[src/rtl/keypad_scan_fifo.sv]
// keypad_scan_fifo: matrix keypad scanner with row debounce, optional auto-repeat
// and a show-ahead key-code FIFO drained by a valid/ready handshake.
module keypad_scan_fifo #(
    parameter int NUM_ROWS = 4,
    parameter int NUM_COLS = 4,
    parameter int SCAN_TICKS = 100000,
    parameter int DEBOUNCE_TICKS = 500000,
    parameter int FIFO_DEPTH = 4,
    parameter int REPEAT_DELAY = 0,
    parameter int REPEAT_RATE = 100000,
    localparam int KW = $clog2(NUM_ROWS * NUM_COLS),
    localparam int CW = $clog2(FIFO_DEPTH + 1)
) (
    input  logic                clk,
    input  logic                nRST,
    input  logic [NUM_ROWS-1:0] row_in,
    output logic [NUM_COLS-1:0] col_out,
    output logic                key_valid,
    input  logic                key_ready,
    output logic [KW-1:0]       key_code,
    output logic [CW-1:0]       key_count,
    output logic                overflow,
    output logic                multi_key
);
    localparam int COLW = $clog2(NUM_COLS);
    localparam int ROWW = NUM_ROWS > 1 ? $clog2(NUM_ROWS) : 1;
    localparam int SW = $clog2(SCAN_TICKS + 1);
    localparam int DW = $clog2(DEBOUNCE_TICKS + 1);
    localparam int RMAX = REPEAT_DELAY > REPEAT_RATE ? REPEAT_DELAY : REPEAT_RATE;
    localparam int PW = $clog2(RMAX + 1);
    localparam int AW = $clog2(FIFO_DEPTH);
    // HELD starts one cycle after the confirming push, so the first repeat lands at REPEAT_DELAY-1
    localparam int FIRST_LIM = REPEAT_DELAY > 1 ? REPEAT_DELAY - 2 : 0;

    typedef enum logic [1:0] {SCAN, DEBOUNCE, HELD, RELEASE} state_t;

    state_t              state;
    logic [NUM_ROWS-1:0] rs_meta, rs, pat;
    logic [COLW-1:0]     col, kcol;
    logic [SW-1:0]       scan_cnt;
    logic [DW-1:0]       db_cnt;
    logic [PW-1:0]       rep_cnt;
    logic                rep_first;
    logic [ROWW-1:0]     row_idx;
    logic [KW-1:0]       code;
    logic                all_high, one_low, db_done, rep_fire, push;

    always_comb begin
        row_idx = '0;
        for (int r = 0; r < NUM_ROWS; r++)
            if (!pat[r]) row_idx = ROWW'(r);
    end

    assign all_high = &rs;
    assign one_low  = $onehot(~pat);
    assign code     = KW'(int'(row_idx) * NUM_COLS + int'(kcol));
    assign db_done  = db_cnt == DW'(DEBOUNCE_TICKS - 1);
    assign rep_fire = state == HELD && !all_high && REPEAT_DELAY != 0 &&
                      rep_cnt == (rep_first ? PW'(FIRST_LIM) : PW'(REPEAT_RATE - 1));
    assign push     = (state == DEBOUNCE && rs == pat && db_done && one_low) || rep_fire;
    assign col_out  = ~(NUM_COLS'(1) << col);

    always_ff @(posedge clk or negedge nRST) begin
        if (!nRST) begin
            state     <= SCAN;
            rs_meta   <= '1;
            rs        <= '1;
            pat       <= '1;
            col       <= '0;
            kcol      <= '0;
            scan_cnt  <= '0;
            db_cnt    <= '0;
            rep_cnt   <= '0;
            rep_first <= 1'b1;
            multi_key <= 1'b0;
        end else begin
            rs_meta   <= row_in;
            rs        <= rs_meta;
            multi_key <= 1'b0;
            case (state)
                SCAN:
                    if (!all_high) begin
                        pat    <= rs;
                        kcol   <= col;
                        db_cnt <= '0;
                        state  <= DEBOUNCE;
                    end else if (scan_cnt == SW'(SCAN_TICKS - 1)) begin
                        scan_cnt <= '0;
                        col      <= col == COLW'(NUM_COLS - 1) ? '0 : col + 1'b1;
                    end else begin
                        scan_cnt <= scan_cnt + 1'b1;
                    end
                DEBOUNCE:
                    if (rs != pat) begin
                        scan_cnt <= '0;
                        state    <= SCAN;
                    end else if (db_done) begin
                        if (one_low) begin
                            rep_cnt   <= '0;
                            rep_first <= 1'b1;
                            state     <= HELD;
                        end else begin
                            multi_key <= 1'b1;
                            db_cnt    <= '0;
                            state     <= RELEASE;
                        end
                    end else begin
                        db_cnt <= db_cnt + 1'b1;
                    end
                HELD:
                    if (all_high) begin
                        db_cnt <= '0;
                        state  <= RELEASE;
                    end else if (rep_fire) begin
                        rep_cnt   <= '0;
                        rep_first <= 1'b0;
                    end else if (REPEAT_DELAY != 0) begin
                        rep_cnt <= rep_cnt + 1'b1;
                    end
                RELEASE:
                    if (!all_high) begin
                        db_cnt <= '0;
                    end else if (db_done) begin
                        scan_cnt <= '0;
                        col      <= kcol;
                        state    <= SCAN;
                    end else begin
                        db_cnt <= db_cnt + 1'b1;
                    end
                default: state <= SCAN;
            endcase
        end
    end

    logic [KW-1:0] mem [FIFO_DEPTH];
    logic [AW-1:0] wr_ptr, rd_ptr;
    logic [CW-1:0] count;
    logic          pop, full, wr_en;

    assign pop       = key_valid && key_ready;
    assign full      = count == CW'(FIFO_DEPTH);
    // a pop in the same cycle frees the slot, so a push into a full FIFO still lands
    assign wr_en     = push && (!full || pop);
    assign key_valid = count != '0;
    assign key_count = count;
    assign key_code  = key_valid ? mem[rd_ptr] : '0;

    always_ff @(posedge clk)
        if (wr_en) mem[wr_ptr] <= code;

    always_ff @(posedge clk or negedge nRST) begin
        if (!nRST) begin
            wr_ptr   <= '0;
            rd_ptr   <= '0;
            count    <= '0;
            overflow <= 1'b0;
        end else begin
            if (wr_en) wr_ptr <= wr_ptr + 1'b1;
            if (pop) rd_ptr <= rd_ptr + 1'b1;
            count    <= count + CW'(wr_en) - CW'(pop);
            overflow <= push && full && !pop;
        end
    end
endmodule

[config.mk]
export PLATFORM = sky130hd
export DESIGN_NAME = keypad_scan_fifo
export DESIGN_NICKNAME = d
export VERILOG_FILES = /design/src/rtl/keypad_scan_fifo.sv
export SDC_FILE = /design/constraint.sdc
export NUM_CORES = 1
export LEC_CHECK = 0
export ABC_AREA = 1
export BUFFER_PORTS_ARGS = -buffer_cell sky130_fd_sc_hd__buf_2
export CAP_MARGIN = 5
export CORE_AREA = 2 2 103 105
export CTS_BUF_LIST = sky130_fd_sc_hd__clkbuf_8 sky130_fd_sc_hd__clkbuf_16
export CTS_CLUSTER_DIAMETER = 80
export CTS_CLUSTER_SIZE = 40
export DETAILED_ROUTE_END_ITERATION = 8
export DIE_AREA = 0 0 105 107
export PLACE_DENSITY = 0.67
export SLEW_MARGIN = 5
export SYNTH_ARGS = -nofsm -noshare
export SYNTH_HDL_FRONTEND = slang
export SYNTH_SLANG_ARGS = --single-unit
[constraint.sdc]
create_clock -name clk -period 5.4 [get_ports clk]
set_clock_uncertainty 0.2 [all_clocks]
set_input_delay 1.08 -clock clk [delete_from_list [all_inputs] [get_ports clk]]
set_output_delay 1.08 -clock clk [all_outputs]
set_load 0.02 [all_outputs]
-- After elaboration in Yosys (flattened, before gate mapping)
Memory sizes are Yosys's and may differ from the RTL's.
Index checks and enable logic that the tools add are counted.
- register bits: 63
- memory bits (writable): 16
- bits of input ports: 7
- output and inout port bits: 14
- logic and storage cells: 108
- memories: 1
- add/subtract/negate cells: 11
- equal/unequal tests: 21
- shift-type cells: 1
- mux-type cells: 38
- bitwise gates (word level): 3
- reduce and logical (&&, ||, !) cells: 20
- memories (name ; words ; bits a word ; rd ports ; clocked after memory_dff ; wr ports ; line ; text):
    mem ; 4 ; 4 ; 1 ; 0 ; 1 ; 135 ; logic [KW-1:0] mem [FIFO_DEPTH];
- operators by type and width (kind ; count):
    $mux 19 ; 7
    $mux 17 ; 5
    $pmux 19 s4 ; 1
    $pmux 17 s3 ; 1
    $mux 2 ; 13
    $reduce_and 5->1 ; 4
    $add 19x1->19 const B ; 1
    $eq 19x19->1 const B ; 1
    $add 17x1->17 const B ; 1
    $eq 17x17->1 const B ; 1
    $ne 2x2->1 const B ; 7
    $mux 1 ; 8
    $not 4->4 ; 2
    $pmux 2 s4 ; 1
    $logic_and 1x1->1 ; 7
    $add 2x1->2 const B ; 3
    $eq 2x2->1 const B ; 3
    $ne 3x3->1 const B ; 2
    $reduce_bool 3->1 ; 2
    $add 1x1->2 ; 2
    $add 4x2->4 ; 1
    $eq 4x4->1 ; 1
    $mux 4 ; 1
    $ne 4x4->1 ; 1
    17 further kinds ; 18

-- Longest topological paths before layout
- depth in word-level cells: 8
- depth in mapped cells: 14
- mapped depth without buffers: 14

-- Worst setup path after synthesis
OpenSTA, ideal clock, no wires.
- path kind: flip-flop to flip-flop
- from: register pat[0]
- to: register count[2], in the netlist key_count[2]
- arrival time: 2.967 ns
- slack: 2.110 ns
- cell stages (with the launch flop): 15
- path buffers: 0
- period minus slack after synthesis: 3.290 ns
- cells stage by stage: dfstp_2 -> fa_1 -> inv_1 -> ha_1 -> ha_1 -> nor3_1 -> inv_1 -> nor2_1 -> nand3_1 -> ha_1 -> inv_1 -> ha_1 -> inv_1 -> fa_1 -> xnor2_1
- cells in the longest elaborated chain, start to end: 8
- elaborated cells on any way between the ends: 11
- classes of those cells: add/sub (4); eq/ne (2); bitwise (1); reduce/logical (4)
- ends and longest elaborated chain (what ; line ; text):
    start, declared ; 38 ; logic [NUM_ROWS-1:0] rs_meta, rs, pat;
    start signal, assigned ; 83 ; pat <= rs;
    $not 4->4 ; 55 ; assign one_low = $onehot(~pat);
    $add 1x1->2 (not written as such) ; 55 ;
    $add 2x2->3 (not written as such) ; 55 ;
    $eq 3x1->1 ; 55 ;
    $logic_and 1x1->1 * ; 60 ; assign push = (state == DEBOUNCE && rs == pat && db_done && one_low) || rep_fire;
    $logic_and 1x1->1 * ; 143 ; assign wr_en = push && (!full || pop);
    $add 3x1->3 * ; 160 ; count <= count + CW'(wr_en) - CW'(pop);
    $sub 3x1->3 * ; 160 ;
    end signal, assigned ; 160 ;
    end, declared ; 137 ; logic [CW-1:0] count;
Mark *: on every way between the ends. The rest lies on a longest branch, timed or not.
A chain may end at the register's enable or synchronous reset.

-- Worst setup path after layout
- from: register pat[3]
- to: register count[2], in the netlist key_count[2]
Same word-level chain as after synthesis.

==> run metrics <==
Synth Register Bits 79; Hold Violations, Final 0; Internal 1.21 mW; Cell Area, Synth 4710 µm²; setup ws final 1.86 ns; Sequential Power Share 38.6%; Slew @ Worst Pin 1.09 ns; Seq/Total Area, Yosys 44.0%; Port-buffer cells 20; minimum clock period 3.54 ns; Pwr Density 417 nW/µm²; initial antenna violation count 0; total die area 11200 µm²; largest net degree at the start of global routing 64; Critical Path Start Type flip-flop; outcome finished clean; async set or reset register ratio after synthesis 79.7%; vias in the first global route 3867; grt total ovfl 0; total vias in the final route 3935; Initial DRT Pass Iterations 4; Max-slew headroom 27.4%; synth warn 0; Cells after DPL 770; max-slew violation count 0; area grow syn2layout 9.04%; # hold bufs at CTS 0; DPL Wire Length 7100 µm; drt via density 5.01; Tcrit/Tclk final 65.5%; Antenna Nets Post-Route 0; most common cell after layout, fill and taps aside nand2_1; P_sw 0.927 mW; CP arrival 3.57 ns; width of the die 105 µm; root buffer cell clkbuf_8; filler cell count 963; fin util 50.9%; clk slew on worst S/H paths 0.08 ns; Non-Filler Instances 786; Post-CTS Resized 0; dpl cell area 4920 µm²; Pleak 2.32 nW; Total Power 2.14 mW; Max-Cap Viols 0; maximum clock frequency 0.283 GHz; Die H 107 µm; RSZ-0062 raised after global routing no; number of synthesized flops with an enable pin 16; core area 10100 µm²; DRC errors left 0; Inserted Clock Buffers 9; CTS H-tree depth 3; RePlAce Congestion 0.942; Reg area 2070 µm²; drt wl/cell 12.4 µm; Worst setup EP type flip-flop; combinational power share 39.2%; Net Sw Frac 43.3%; largest fanout on the critical path 5; # diodes 0; Clk network pwr share 22.2%; multi-input logic area 2280 µm²; nets@finish 668; final setup fails 0; Post-synth top flop dfrtp_1; WS Path Type flip-flop to flip-flop; initial DRC count 293; hold_ws 0.157 ns; site row count 37; layout cell share with drive strength beyond 1 11.2%; Tot GR Track Use 19.1%; worst hold path class flip-flop to flip-flop; VDD IR max 0.204 mV; worst skew pair latency 0.36 ns; Initial Util 46.6%; total negative slack 0 ns; Syn Nets 645; clock sinks 79; first-pass GRT wire length 17500 µm; clock tree buffer depth 2; WL final 9770 µm; # IOs 21; Syn Inst Count 622; library cells used by synthesis 31; syn avg cell area 7.57 µm²; Finished Cell Area 5130 µm²; most frequent cells in the layout nand2_1 (186), nor2_1 (101), inv_1 (73), dfrtp_1 (51), nand3_1 (40); data required time of the worst path 5.44 ns; CTS tree done; Post-CTS Setup Bufs 0; pre-CTS setup slack 1.86 ns
==> layout make-up <==
| cell class | instances | share of cell area [%] |
|---|---|---|
| sequential | 79 | 40.4 |
| tap | 136 | 3.32 |
| multi-input combinational | 457 | 44.4 |
| timing repair buffer | 21 | 2.10 |
| inverter | 77 | 5.63 |
| clock inverter | 7 | 1.78 |
| clock buffer | 9 | 2.41 |
==> Yosys cell counts (6+ instances only) <==
cell	count	area, µm²
o21ai_0	19	95.1
dfstp_2	12	315
inv_2	6	22.5
xor2_1	16	140
dfrtp_1	51	1280
xnor2_1	7	61.3
nand2_1	186	698
ha_1	14	175
edfxtp_1	16	480
inv_1	71	267
nand4_1	23	144
a21oi_1	8	40.0
nand3_1	40	200
nor2_1	101	379
nor3_1	9	45.0
==> kinds of logic after synthesis <==
logic type / count (synthesis) / share of synthesized area (%)
buffers and inverters: 86 / 7.58
AO/OA/AOI/OAI: 33 / 3.54
adder cells (fa/ha/maj): 16 / 4.57
XOR/XNOR: 23 / 4.28
flip-flops: 79 / 44.0
AND/OR/NAND/NOR: 385 / 36.0
==> worst max-delay path, cell delays in order, from the launching register on <==
cell and delay (ns):
dfstp_2 0.58, fa_1 0.42, inv_1 0.07, ha_1 0.13, ha_1 0.22, nor3_1 0.31, inv_1 0.12, nor2_1 0.12
nand3_1 0.17, ha_1 0.34, inv_1 0.06, ha_1 0.13, inv_1 0.05, fa_1 0.37, xnor2_1 0.14
==> flip-flops by register name, indices dropped and copies added (netlist names), named ones only <==
register / flops
kcol: 2
col: 2
rs: 4
rs_meta: 4
db_cnt: 19
rd_ptr: 2
state: 1
mem: 16
wr_ptr: 2
pat: 4
multi_key: 1
key_count: 3
overflow: 1
scan_cnt: 17
==> per-layer routing <==
layer | GRT usage [%] | wire length (µm) | vias up
li1 | - | - | 2000
met1 | 23.9 | 4670 | 1855
met2 | 33.4 | 4680 | 68
met3 | 2.74 | 276 | 12
met4 | 7.52 | 150 | 0
met5 | 0 | 0 | -
==> power groups by stage <==
stage	Combinational (mW)	Sequential, mW	Clock (mW)
floorplan	0.724	0.795	0
global placement	0.828	0.832	0
detailed placement	0.849	0.839	0
CTS	0.852	0.827	0.486
global route	0.964	0.842	0.508
finish	0.838	0.827	0.475
==> worst paths after layout <==
path,start,end,slack [ns],cells after the start
setup / recovery,pat[3],key_count[2],1.86,14
hold / removal,rs_meta[1],rs[1],0.16,0
setup reg to reg,pat[3],key_count[2],1.86,14
hold reg to reg,rs_meta[1],rs[1],0.16,0
max in group asynchronous,nRST,rd_ptr[0],3.76,2
min in group asynchronous,nRST,kcol[1],0.70,2
Power figures use the tool's default switching activity.
